### config.mk
export PLATFORM = sky130hd
export DESIGN_NAME = alu_nibble_seq_flat
export DESIGN_NICKNAME = d
export VERILOG_FILES = /design/src/rtl/alu_seq_pkg.sv /design/src/rtl/alu_nibble_seq_if.sv /design/src/rtl/alu_seq_nibble_sel.sv /design/src/rtl/alu_nibble_seq.sv /design/src/flat_wrapper.sv
export SDC_FILE = /design/constraint.sdc
export NUM_CORES = 1
export LEC_CHECK = 0
export ABC_AREA = 1
export CORE_MARGIN = 2
export CORE_UTILIZATION = 50
export CTS_CLUSTER_SIZE = 8
export DETAILED_ROUTE_END_ITERATION = 10
export PLACE_DENSITY = 0.88
export SLEW_MARGIN = 20
export SYNTH_ARGS = -nofsm -noshare
export SYNTH_HDL_FRONTEND = slang
export SYNTH_HIERARCHICAL = 1
export SYNTH_SLANG_ARGS = --single-unit
### constraint.sdc
create_clock -name clk -period 2.35 [get_ports clk]
set_clock_uncertainty 0.2 [all_clocks]
set_input_delay 0.47 -clock clk [delete_from_list [all_inputs] [get_ports clk]]
set_output_delay 0.47 -clock clk [all_outputs]
set_load 0.01 [all_outputs]
### src/rtl/alu_seq_pkg.sv
`default_nettype none
// ============================================================================
// Module   : alu_seq_pkg
// Purpose  : Shared types for the nibble sequencer and the 4-bit ALU.
// Revision : 1.0 - initial release
// ============================================================================
package alu_seq_pkg;

    typedef enum logic [2:0] {
        OP_ADD   = 3'd0,
        OP_SUB   = 3'd1,
        OP_XOR   = 3'd2,
        OP_XNOR  = 3'd3,
        OP_COMP  = 3'd4,
        OP_AND   = 3'd5,
        OP_OR    = 3'd6,
        OP_RSHFT = 3'd7
    } AluSeqOp;

    typedef enum logic [1:0] {
        ST_IDLE = 2'd0,
        ST_RUN  = 2'd1,
        ST_DONE = 2'd2
    } AluSeqState;

    typedef struct packed {
        logic       carry_in;
        logic       inv_b;
        logic [2:0] func;
    } AluCtrl;

    typedef AluCtrl AluCmd;

    typedef struct packed {
        logic [3:0] d1;
        logic [3:0] d2;
        AluCtrl     ctrl;
    } AluArgs;

    typedef struct packed {
        logic [3:0] res;
        logic       carry_out;
    } AluRet;

    localparam logic [2:0] c_FUNC_ADD = 3'd0;
    localparam logic [2:0] c_FUNC_XOR = 3'd1;
    localparam logic [2:0] c_FUNC_AND = 3'd2;
    localparam logic [2:0] c_FUNC_OR  = 3'd3;
    localparam logic [2:0] c_FUNC_SHR = 3'd4;

    // Don't-care fields of the ALU command table are resolved to 0 here.
    function automatic AluCmd op_to_alucmd(input AluSeqOp op);
        AluCmd cmd;
        cmd = '0;
        case (op)
            OP_ADD:   cmd = '{carry_in: 1'b0, inv_b: 1'b0, func: c_FUNC_ADD};
            OP_SUB:   cmd = '{carry_in: 1'b1, inv_b: 1'b1, func: c_FUNC_ADD};
            OP_COMP:  cmd = '{carry_in: 1'b0, inv_b: 1'b1, func: c_FUNC_ADD};
            OP_XOR:   cmd = '{carry_in: 1'b0, inv_b: 1'b0, func: c_FUNC_XOR};
            OP_XNOR:  cmd = '{carry_in: 1'b0, inv_b: 1'b1, func: c_FUNC_XOR};
            OP_AND:   cmd = '{carry_in: 1'b0, inv_b: 1'b0, func: c_FUNC_AND};
            OP_OR:    cmd = '{carry_in: 1'b0, inv_b: 1'b0, func: c_FUNC_OR};
            OP_RSHFT: cmd = '{carry_in: 1'b0, inv_b: 1'b0, func: c_FUNC_SHR};
            default:  cmd = '0;
        endcase
        return cmd;
    endfunction

endpackage
`default_nettype wire

### src/rtl/alu_nibble_seq_if.sv
`default_nettype none
// ============================================================================
// Module   : alu_nibble_seq_if
// Purpose  : Request/response handshake bundle of the nibble sequencer.
// Revision : 1.0 - initial release
// ============================================================================
interface alu_nibble_seq_if
    import alu_seq_pkg::*;
#(
    parameter int WIDTH = 16
) ();
    logic             in_valid;
    logic             in_ready;
    AluSeqOp          in_op;
    logic [WIDTH-1:0] in_a;
    logic [WIDTH-1:0] in_b;
    logic             out_valid;
    logic             out_ready;
    logic [WIDTH-1:0] out_res;
    logic             out_carry;
    logic             out_eq;

    modport master (
        output in_valid, in_op, in_a, in_b, out_ready,
        input  in_ready, out_valid, out_res, out_carry, out_eq
    );

    modport slave (
        input  in_valid, in_op, in_a, in_b, out_ready,
        output in_ready, out_valid, out_res, out_carry, out_eq
    );
endinterface
`default_nettype wire

### src/rtl/alu_seq_nibble_sel.sv
`default_nettype none
// ============================================================================
// Module   : alu_seq_nibble_sel
// Purpose  : Picks the operand nibbles and carry_in for the current step.
// Revision : 1.0 - initial release
// ============================================================================
module alu_seq_nibble_sel
    import alu_seq_pkg::*;
#(
    parameter int WIDTH = 16,
    parameter int IDXW  = 2
) (
    input  AluSeqOp          op,
    input  logic [IDXW-1:0]  idx,
    input  logic [WIDTH-1:0] a,
    input  logic [WIDTH-1:0] b,
    input  logic             carry,
    output AluArgs           args
);
    logic [WIDTH-1:0] w_a_sh;
    logic [WIDTH-1:0] w_b_sh;

    assign w_a_sh = a >> {idx, 2'b00};
    assign w_b_sh = b >> {idx, 2'b00};

    always_comb begin
        args.d1   = w_a_sh[3:0];
        args.d2   = w_b_sh[3:0];
        args.ctrl = op_to_alucmd(op);
        case (op)
            OP_ADD, OP_SUB, OP_COMP: begin
                if (idx != '0) args.ctrl.carry_in = carry;
            end
            // Top nibble sees zero here because the shift already emptied bit 4.
            OP_RSHFT: args.ctrl.carry_in = w_b_sh[4];
            default:  args.ctrl.carry_in = 1'b0;
        endcase
    end
endmodule
`default_nettype wire

### src/rtl/alu_nibble_seq.sv
`default_nettype none
// ============================================================================
// Module   : alu_nibble_seq
// Purpose  : Runs a WIDTH-bit operation through the 4-bit ALU nibble by nibble.
// Revision : 1.0 - initial release
// ============================================================================
module alu_nibble_seq
    import alu_seq_pkg::*;
#(
    parameter int WIDTH = 16
) (
    input  logic                   clk,
    input  logic                   rst,
    alu_nibble_seq_if.slave        bus,
    output AluArgs                 alu_args,
    input  AluRet                  alu_ret
);
    localparam int NIB  = WIDTH / 4;
    localparam int IDXW = (NIB > 1) ? $clog2(NIB) : 1;
    localparam logic [IDXW-1:0] c_IDX_LAST = IDXW'(NIB - 1);

    generate
        if ((WIDTH % 4) != 0 || WIDTH < 8) begin : g_width_check
            $error("alu_nibble_seq: WIDTH must be a multiple of 4 and at least 8");
        end
    endgenerate

    AluSeqState       r_state;
    AluSeqState       w_state_nxt;
    AluSeqOp          r_op;
    logic [WIDTH-1:0] r_a;
    logic [WIDTH-1:0] r_b;
    logic [WIDTH-1:0] r_res;
    logic [IDXW-1:0]  r_idx;
    logic             r_carry;
    logic             r_eq;
    AluArgs           w_sel_args;

    alu_seq_nibble_sel #(
        .WIDTH (WIDTH),
        .IDXW  (IDXW)
    ) u_sel (
        .op    (r_op),
        .idx   (r_idx),
        .a     (r_a),
        .b     (r_b),
        .carry (r_carry),
        .args  (w_sel_args)
    );

    always_ff @(posedge clk or posedge rst) begin
        if (rst) r_state <= ST_IDLE;
        else     r_state <= w_state_nxt;
    end

    always_comb begin
        w_state_nxt = r_state;
        alu_args    = '0;
        case (r_state)
            ST_IDLE: if (bus.in_valid) w_state_nxt = ST_RUN;
            ST_RUN: begin
                alu_args = w_sel_args;
                if (r_idx == c_IDX_LAST) w_state_nxt = ST_DONE;
            end
            ST_DONE: if (bus.out_ready) w_state_nxt = ST_IDLE;
            default: w_state_nxt = ST_IDLE;
        endcase
    end

    always_ff @(posedge clk or posedge rst) begin
        if (rst) begin
            r_op    <= OP_ADD;
            r_a     <= '0;
            r_b     <= '0;
            r_res   <= '0;
            r_idx   <= '0;
            r_carry <= 1'b0;
            r_eq    <= 1'b0;
        end else begin
            case (r_state)
                ST_IDLE: begin
                    if (bus.in_valid) begin
                        r_op  <= bus.in_op;
                        r_a   <= bus.in_a;
                        r_b   <= bus.in_b;
                        r_idx <= '0;
                        r_eq  <= 1'b1;
                    end
                end
                ST_RUN: begin
                    r_res[{r_idx, 2'b00} +: 4] <= alu_ret.res;
                    r_carry <= alu_ret.carry_out;
                    r_eq    <= r_eq & (alu_ret.res == 4'hF);
                    r_idx   <= r_idx + IDXW'(1);
                end
                default: ;
            endcase
        end
    end

    assign bus.in_ready  = (r_state == ST_IDLE);
    assign bus.out_valid = (r_state == ST_DONE);
    assign bus.out_res   = r_res;
    assign bus.out_carry = r_carry;
    assign bus.out_eq    = (r_op == OP_COMP) & r_eq;
endmodule
`default_nettype wire
### src/flat_wrapper.sv
// flat-port wrapper written by rule: the top's interface ports become plain ports
module alu_nibble_seq_flat import alu_seq_pkg::*;
#(
    parameter int WIDTH = 16
)
  (clk, rst, alu_args, alu_ret, bus_in_valid, bus_in_op, bus_in_a, bus_in_b, bus_out_ready, bus_in_ready, bus_out_valid, bus_out_res, bus_out_carry, bus_out_eq);
  alu_nibble_seq_if #(.WIDTH(WIDTH)) bus_i ();
  input  logic clk;
  input  logic rst;
  output AluArgs alu_args;
  input  AluRet alu_ret;
  input wire logic [$bits(bus_i.in_valid)-1:0] bus_in_valid;
  input wire logic [$bits(bus_i.in_op)-1:0] bus_in_op;
  input wire logic [$bits(bus_i.in_a)-1:0] bus_in_a;
  input wire logic [$bits(bus_i.in_b)-1:0] bus_in_b;
  input wire logic [$bits(bus_i.out_ready)-1:0] bus_out_ready;
  output wire logic [$bits(bus_i.in_ready)-1:0] bus_in_ready;
  output wire logic [$bits(bus_i.out_valid)-1:0] bus_out_valid;
  output wire logic [$bits(bus_i.out_res)-1:0] bus_out_res;
  output wire logic [$bits(bus_i.out_carry)-1:0] bus_out_carry;
  output wire logic [$bits(bus_i.out_eq)-1:0] bus_out_eq;
  assign bus_i.in_valid = bus_in_valid;
  assign bus_i.in_op = bus_in_op;
  assign bus_i.in_a = bus_in_a;
  assign bus_i.in_b = bus_in_b;
  assign bus_i.out_ready = bus_out_ready;
  assign bus_in_ready = bus_i.in_ready;
  assign bus_out_valid = bus_i.out_valid;
  assign bus_out_res = bus_i.out_res;
  assign bus_out_carry = bus_i.out_carry;
  assign bus_out_eq = bus_i.out_eq;
  alu_nibble_seq #(.WIDTH(WIDTH)) u_core (.clk(clk), .rst(rst), .bus(bus_i), .alu_args(alu_args), .alu_ret(alu_ret));
endmodule
==> results.txt, run 1 <==
Arrival time of the worst setup path = 1.60 ns
H-tree levels = 3
Synth cell types = 24
Io pins = 77
Total power draw = 0.005299 W
Cell with the largest stage delay on the worst path = clkdlybuf4s50_1
Fmax = 0.4404 GHz
Final cell count without fillers = 569
Worst Tran Pin Value = 0.4141 ns
Die Area = 6855 µm²
Clock buffer count from CTS = 9
Final setup vio count = 0
Xor and xnor area share after synthesis = 0%
Grt total ovfl = 0
Ranking of synthesized cells by area = dfrtp_1 (46%), nand2_1 (18%), nand3_1 (6.9%)
Status = completed
Routed wire length = 7.707 mm
Commonest non-fill, non-tap cells in the layout = nand2_1 (148), clkdlybuf4s50_1 (63), dfrtp_1 (55)
CTS Root Cell = clkbuf_8
DP Cell Count = 550
Via density = 5.018
Initial antenna violation count = 0
Seq cells post-synth = 57
GRT Total Usage = 24.26%
Detail Route Antenna Nets = 0
CP max FO = 4
Setup TNS = 0 ns
Vias in the first global route = 2778
Area added between synthesis and finish = 31.40%
Pwr dens = 1299 nW/µm²
Hold buffer count at CTS = 0
Via count = 2855
Sequential share of the synthesized area = 45.95%
Final GP Congestion = 0.8289
Synth Net Count = 457
Largest family of logic cells by synthesized area = simple AND/OR/NAND/NOR gates
Final Max Tran Viols = 0
Final Critical Period = 2.271 ns
Reg clk slew, reported paths = 0.06 ns
RSZ-0062 raised after global routing = yes
Design Area, Final = 4079 µm²
First-pass GRT wire length = 12.32 mm
Synth Instances = 404
Placed Instance Area = 3880 µm²
VDD IR max = 881.8 µV
Leakage = 2.160 nW
Clock sinks = 57
CTS tree = done
Cell Area, Synth = 3104 µm²
Die Height = 82.80 µm
Adder-Cell Fraction of Synth Area = 3.628%
Mux contribution to synthesized area = 0%
Compound-Gate Fraction of Synth Area = 6.046%
Drt wl/cell = 13.54 µm
Fin crit share = 96.63%
Post-DP HPWL = 5.342 mm
Initial Utilization = 52.12%
Horiz. Die Dim = 82.80 µm
Clock Path Buffers = 2
Ant diodes = 0
DR iter-0 viols = 180
Worst Path Required = 1.68 ns
Worst path max stage delay = 0.58 ns
Slew headroom = 72.37%
Util after Layout = 68.49%
Port Buffers = 76
Total iterations of the first detailed-routing run = 4
HP Class = primary input to asynchronous set/reset pin
MaxCap Viol Count = 0
Final Hold Viols = 0
Share of cells above drive strength 1 = 12.35%
Final net count = 543
Largest net degree at the start of global routing = 42
CP Launch Type = flop
Crit-path cells = buf_6 -> nor3_1 -> clkdlybuf4s50_1
DRC errors left = 0
CP Class = flop to primary output
Area leader, netlist = dfrtp_1
Worst-Skew Late Latency = 0.34 ns
Syn. warnings = 6
Top cell type's share of synthesized area = 45.95%
Core Area = 5956 µm²
CP Capture Type = primary output
Synth Area in Simple Gates = 32.61%
Commonest non-fill, non-tap cell in the layout = nand2_1
Site Rows = 28
Syn avg cell area = 7.684 µm²
Yosys cell counts:
library cell / count
nand2_4: 2
a21oi_1: 2
inv_2: 2
o21ai_0: 13
bufbuf_16: 1
buf_2: 1
nand2_1: 149
nand4_1: 5
nor2_2: 6
o211ai_1: 8
clkbuf_8: 2
o21ai_1: 9
nor2_4: 2
nor3_1: 1
nand2_2: 1
dfrtp_1: 57
buf_6: 7
clkbuf_1: 2
buf_4: 4
inv_1: 47
ha_1: 9
nand3_1: 43
o31ai_1: 1
nor2_1: 30
logic make-up after synthesis:
group	count (synthesis)
AOI/OAI and AO/OA	33
and+or+nand+nor	239
buffers and inverters	66
adders and majority gates	9
DFF	57
stage by stage:
step                setup slack (ns)  hold WS (ns)
finish                       0.07920        0.2230
floorplan                     0.2804        0.2366
global route                -0.01479        0.2657
CTS                         -0.02158        0.2161
global placement             0.09112        0.2523
detailed placement           0.03949        0.2582
layer usage:
metal  routed length (µm)  up-vias  track usage (%)
met5                    0        -                0
met4                   87        0            9.344
met3                  553        7            7.576
met2                 3834       96            41.45
met1                 3232     1325            28.57
li1                     -     1427                -
power by group:
| group | switching, W | internal, W |
|---|---|---|
| clock | 0.000381 | 0.000538 |
| sequential | 0.000289 | 0.00141 |
| combinational | 0.00160 | 0.00108 |
final cells by class:
class | instances | area (µm²)
Clock buffer | 12 | 155.1
Clock inverter | 3 | 40.04
Fill cell | 477 | 1877
Inverter | 49 | 186.4
Multi-Input combinational cell | 281 | 1326
Sequential cell | 57 | 1429
Tap cell | 75 | 93.84
Timing Repair Buffer | 92 | 848.3
worst paths after layout:
kind / start / endpoint / slack [ns] / cells past startpoint
max: u_core/r_op[1] / bus_out_eq / 0.08 / 3
min: rst / u_core/bus.out_res[7] / 0.22 / 2
max reg2reg: u_core/r_idx[0] / u_core/bus.out_res[3] / 0.36 / 7
min reg2reg: u_core/r_a[2] / u_core/r_a[2] / 0.27 / 2
max in group asynchronous: rst / u_core/r_state[1] / 1.17 / 3
min in group clk: u_core/r_a[2] / u_core/r_a[2] / 0.27 / 2
critical path: cells and delay by family, from the launching register on:
family	cells	cell delay, ns
AND/OR/NAND/NOR	1	0.16
flip-flops	1	0.39
buffers and inverters	2	0.71
state kept, by name, summed over array words and instances, names as in the netlist:
name / flops
u_core/r_eq: 1
u_core/r_a: 16
u_core/r_idx: 2
u_core/r_op: 3
u_core/bus.out_res: 16
u_core/r_state: 2
u_core/r_b: 16
u_core/bus.out_carry: 1
timing repair:
action                                 4_1_cts  5_1_grt
pin swaps                                    0        0
setup endpoints to repair                   13       14
endpoints found under the hold margin        0        0
buffers inserted                             2        2
gates resized for setup                     21       28
Power figures use the tool's default switching activity.
==> run 2, diff against run 1 <==
--- a/config.mk
+++ b/config.mk
@@ -11,6 +11,7 @@
 export CTS_CLUSTER_SIZE = 8
 export DETAILED_ROUTE_END_ITERATION = 10
 export PLACE_DENSITY = 0.88
+export SETUP_SLACK_MARGIN = 0.3
 export SLEW_MARGIN = 20
 export SYNTH_ARGS = -nofsm -noshare
 export SYNTH_HDL_FRONTEND = slang
==> results.txt, run 2 (same netlist as run 1, synthesis figures left out) <==
DRC errors left = 0
Reg clk slew, reported paths = 0.06 ns
Fmax = 0.4303 GHz
Total iterations of the first detailed-routing run = 6
Via count = 3144
Total power draw = 0.005977 W
Final cell count without fillers = 581
MaxCap Viol Count = 0
CP max FO = 5
Final Hold Viols = 0
Clock buffer count from CTS = 9
CP Capture Type = primary output
Ant diodes = 0
Final net count = 554
Final Critical Period = 2.324 ns
Grt total ovfl = 0
CP Class = flop to primary output
Sw frac = 44.62%
Commonest non-fill, non-tap cell in the layout = nand2_1
Vias in the first global route = 3035
Initial Utilization = 52.12%
WHS = 0.2812 ns
Hold buffer count at CTS = 0
VDD IR max = 662.5 µV
Commonest non-fill, non-tap cells in the layout = nand2_1 (146), clkdlybuf4s50_1 (60), dfrtp_1 (51)
First-pass GRT wire length = 13.94 mm
Area added between synthesis and finish = 40.39%
Worst Path Required = 1.68 ns
Clock sinks = 57
Placed Instance Area = 3869 µm²
CTS Root Cell = clkbuf_8
DR iter-0 viols = 286
Worst-Skew Late Latency = 0.33 ns
Via density = 5.411
Fin crit share = 98.89%
Setup TNS = 0 ns
Final Max Tran Viols = 0
DP Cell Count = 548
Post-DP HPWL = 5.448 mm
HP Class = flop to flop
Detail Route Antenna Nets = 0
Final setup vio count = 0
Leakage = 2.248 nW
Horiz. Die Dim = 82.80 µm
Combinational share of power = 55.6%
Die Area = 6855 µm²
CP Launch Type = flop
Site Rows = 28
Slew headroom = 73.97%
RSZ-0062 raised after global routing = yes
Net Sw Power = 0.002667 W
GRT Total Usage = 27.90%
Port Buffers = 76
Sequential Power Share = 29.7%
Final GP Congestion = 0.8210
Drt wl/cell = 15.73 µm
Die Height = 82.80 µm
Largest net degree at the start of global routing = 58
CTS tree = done
Initial antenna violation count = 0
Arrival time of the worst setup path = 1.65 ns
Design Area, Final = 4358 µm²
Int Pwr = 0.003310 W
Core Area = 5956 µm²
Routed wire length = 9.142 mm
Share of cells above drive strength 1 = 19.37%
H-tree levels = 3
Status = completed
Clk network pwr share = 14.7%
Io pins = 77
Clock Path Buffers = 2
Worst Tran Pin Value = 0.3905 ns
Pwr dens = 1371 nW/µm²
run 2: worst max-delay path: stages (launching register included):
cell and delay, ns:
dfrtp_2 0.45, buf_12 0.17, clkinv_8 0.06, nor2_2 0.03
nor2_1 0.14, o21ai_1 0.12, nand2_1 0.10, inv_1 0.05
nor2_1 0.07, buf_2 0.13
run 2: timing repair:
action,CTS,global route
pin swaps,5,13
setup endpoints to repair,16,62
resized for setup,88,37
buffers inserted,13,0
gates cloned,4,0
run 2: path summary, 6_finish.rpt:
kind / start / to / slack (ns) / depth (start not counted)
max: u_core/r_idx[0] / alu_args[7] / 0.03 / 9
min: u_core/r_a[5] / u_core/r_a[5] / 0.28 / 2
max reg2reg: u_core/r_idx[0] / u_core/bus.out_res[0] / 0.35 / 8
min reg2reg: u_core/r_a[5] / u_core/r_a[5] / 0.28 / 2
max in group asynchronous: rst / u_core/r_op[0] / 1.31 / 3
min in group asynchronous: rst / u_core/r_a[8] / 0.36 / 3
run 2: area by class of cell:
class,count,area [µm²]
clock inverters,2,10.01
repair buffers,100,959.7
clock buffers,14,182.7
multi-input cells,281,1446
fillers,421,1598
inverters,49,209.0
repair inverters,3,22.52
flip-flops and latches,57,1434
well taps,75,93.84
run 2: through the flow:
| step | utilization (%) | worst slack, ns |
|---|---|---|
| after floorplan | - | 0.5235 |
| after global placement | 64.96 | 0.03625 |
| after detailed placement | 64.96 | -0.02813 |
| after CTS | 71.30 | 0.08494 |
| after global routing | 73.17 | -0.07909 |
| final | 73.17 | 0.02610 |
run 2: power groups by stage:
stage          Clock (W)  Sequential, W  Combinational, W
4_1_cts         0.000884        0.00172           0.00300
2_1_floorplan          0        0.00171           0.00182
5_1_grt         0.000948        0.00183           0.00363
6_report        0.000879        0.00178           0.00332
3_5_place_dp           0        0.00170           0.00268
3_3_place_gp           0        0.00169           0.00257
run 2: metal layers:
metal | wire (µm) | part of all wire [%] | vias up | global-route usage, %
met5 | 0 | 0 | - | 0
met4 | 306 | 3.3 | 0 | 15.25
met3 | 727 | 8.0 | 36 | 8.983
met2 | 4568 | 50 | 154 | 47.50
met1 | 3540 | 39 | 1494 | 30.89
li1 | - | - | 1460 | -
==> run 3, diff against run 2 <==
--- a/config.mk
+++ b/config.mk
@@ -11,6 +11,7 @@
 export CTS_CLUSTER_SIZE = 8
 export DETAILED_ROUTE_END_ITERATION = 10
 export PLACE_DENSITY = 0.88
+export REMOVE_ABC_BUFFERS = 1
 export SETUP_SLACK_MARGIN = 0.3
 export SLEW_MARGIN = 20
 export SYNTH_ARGS = -nofsm -noshare
==> results.txt, run 3 (same netlist as run 1, synthesis figures left out) <==
Crit path max-delay family = buffers and inverters
GRT Total Usage = 24.88%
DR iter-0 viols = 241
Die Height = 82.80 µm
HP Class = primary input to asynchronous set/reset pin
CP Capture Type = primary output
Setup TNS = 0 ns
Hold buffer count at CTS = 0
Commonest non-fill, non-tap cell in the layout = nand2_1
CTS Root Cell = clkbuf_8
Area added between synthesis and finish = 37.77%
Leakage = 2.234 nW
Fin crit share = 96.60%
Cell with the largest stage delay on the worst path = dfrtp_1
Final setup vio count = 0
Vias in the first global route = 2873
RSZ-0062 raised after global routing = yes
Crit-path cells = inv_2 -> buf_6 -> clkbuf_16 -> o211ai_1 -> nand2_1 -> inv_1 -> nor2_1 -> buf_2
Initial antenna violation count = 0
VDD IR max = 722.6 µV
Grt total ovfl = 0
Reg clk slew, reported paths = 0.06 ns
# fillers = 461
Fmax = 0.4405 GHz
WP buf/inv = 5
Slew headroom = 66.86%
DRC errors left = 0
CP max FO = 5
Drt wl/cell = 14.49 µm
Final net count = 550
H-tree levels = 3
Status = completed
CTS tree = done
Worst R2R Start = u_core/r_idx[0]
Io pins = 77
Worst Path Required = 1.68 ns
Worst Setup SP = u_core/r_idx[0]
Site Rows = 28
Final GP Congestion = 0.8483
Via density = 5.229
CP Class = flop to primary output
Detail Route Antenna Nets = 0
Pwr dens = 1352 nW/µm²
Die Area = 6855 µm²
Final Critical Period = 2.270 ns
Horiz. Die Dim = 82.80 µm
Clock Path Buffers = 2
Via count = 3012
Core Area = 5956 µm²
Arrival time of the worst setup path = 1.60 ns
Initial Utilization = 52.12%
Clock sinks = 57
Post-DP HPWL = 5.261 mm
Clock buffer count from CTS = 9
Largest net degree at the start of global routing = 38
Share of cells above drive strength 1 = 18.36%
Worst path max stage delay = 0.40 ns
CP Launch Type = flop
Util after Layout = 71.81%
Total iterations of the first detailed-routing run = 7
Final Max Tran Viols = 0
MaxCap Viol Count = 0
Commonest non-fill, non-tap cells in the layout = nand2_1 (144), clkdlybuf4s50_1 (60), dfrtp_1 (54)
First-pass GRT wire length = 12.85 mm
Port Buffers = 76
Routed wire length = 8.344 mm
Ant diodes = 0
Final Hold Viols = 0
Worst-Skew Late Latency = 0.34 ns
Worst Tran Pin Value = 0.4955 ns
-- run 3: worst paths after layout --
check | depth (start not counted) | to | slack (ns)
worst min-delay path | 2 | u_core/r_idx[1] | 0.26
worst max register to register | 7 | u_core/bus.out_res[0] | 0.36
max in group asynchronous | 3 | u_core/bus.out_res[6] | 1.10
worst min register to register | 2 | u_core/r_a[13] | 0.28
min in group clk | 2 | u_core/r_a[13] | 0.28
worst max-delay path | 8 | alu_args[11] | 0.08
-- run 3: worst register-to-register path: cells and delay by family, from the launching register on --
family | cells | cell delay (ns)
buf+inv | 4 | 0.66
simple gates | 1 | 0.14
fa+ha+maj | 1 | 0.31
compound gates | 1 | 0.20
flops | 1 | 0.42
-- run 3: layout make-up --
cell class | instances | area (µm²) | share of cell area [%]
Multi-Input combinational cell | 281 | 1425 | 33.32
Tap cell | 75 | 93.84 | 2.194
Clock inverter | 3 | 40.04 | 0.9362
Sequential cell | 57 | 1430 | 33.44
Inverter | 49 | 186.4 | 4.359
Clock buffer | 12 | 155.1 | 3.628
Timing Repair Buffer | 99 | 945.9 | 22.12
-- run 3: timing repair --
action                                  CTS  global route
resized for setup                        73            33
buffers inserted                          9             2
cloned                                    0             2
endpoints found under the setup margin   16            55
pin swaps                                 6            14
-- run 3: where the power goes --
group / leakage (nW) / internal [W] / switching [W]
logic: 1.41 / 0.00131 / 0.00183
registers: 0.725 / 0.00141 / 0.000324
clock network: 0.102 / 0.000538 / 0.000373
-- run 3: through the flow --
step	setup slack (ns)	total power, W	area, µm²	std cells	hold WS, ns
2_1_floorplan	0.2804	0.003249	2923	387	0.2366
3_3_place_gp	0.09222	0.004285	3890	548	0.2512
3_5_place_dp	-0.0006773	0.004427	3890	548	0.2578
4_1_cts	0.02758	0.005502	4203	572	0.2626
5_1_grt	-0.001098	0.006204	4277	576	0.2828
6_report	0.07998	0.005780	4277	576	0.2561
-- run 3: layer usage --
layer,vias up,global-route usage (%),part of all wire [%]
met5,-,0,0
met3,23,3.680,6.2
met2,142,43.87,51
met1,1400,30.31,41
met4,0,10.66,2.6
li1,1447,-,-
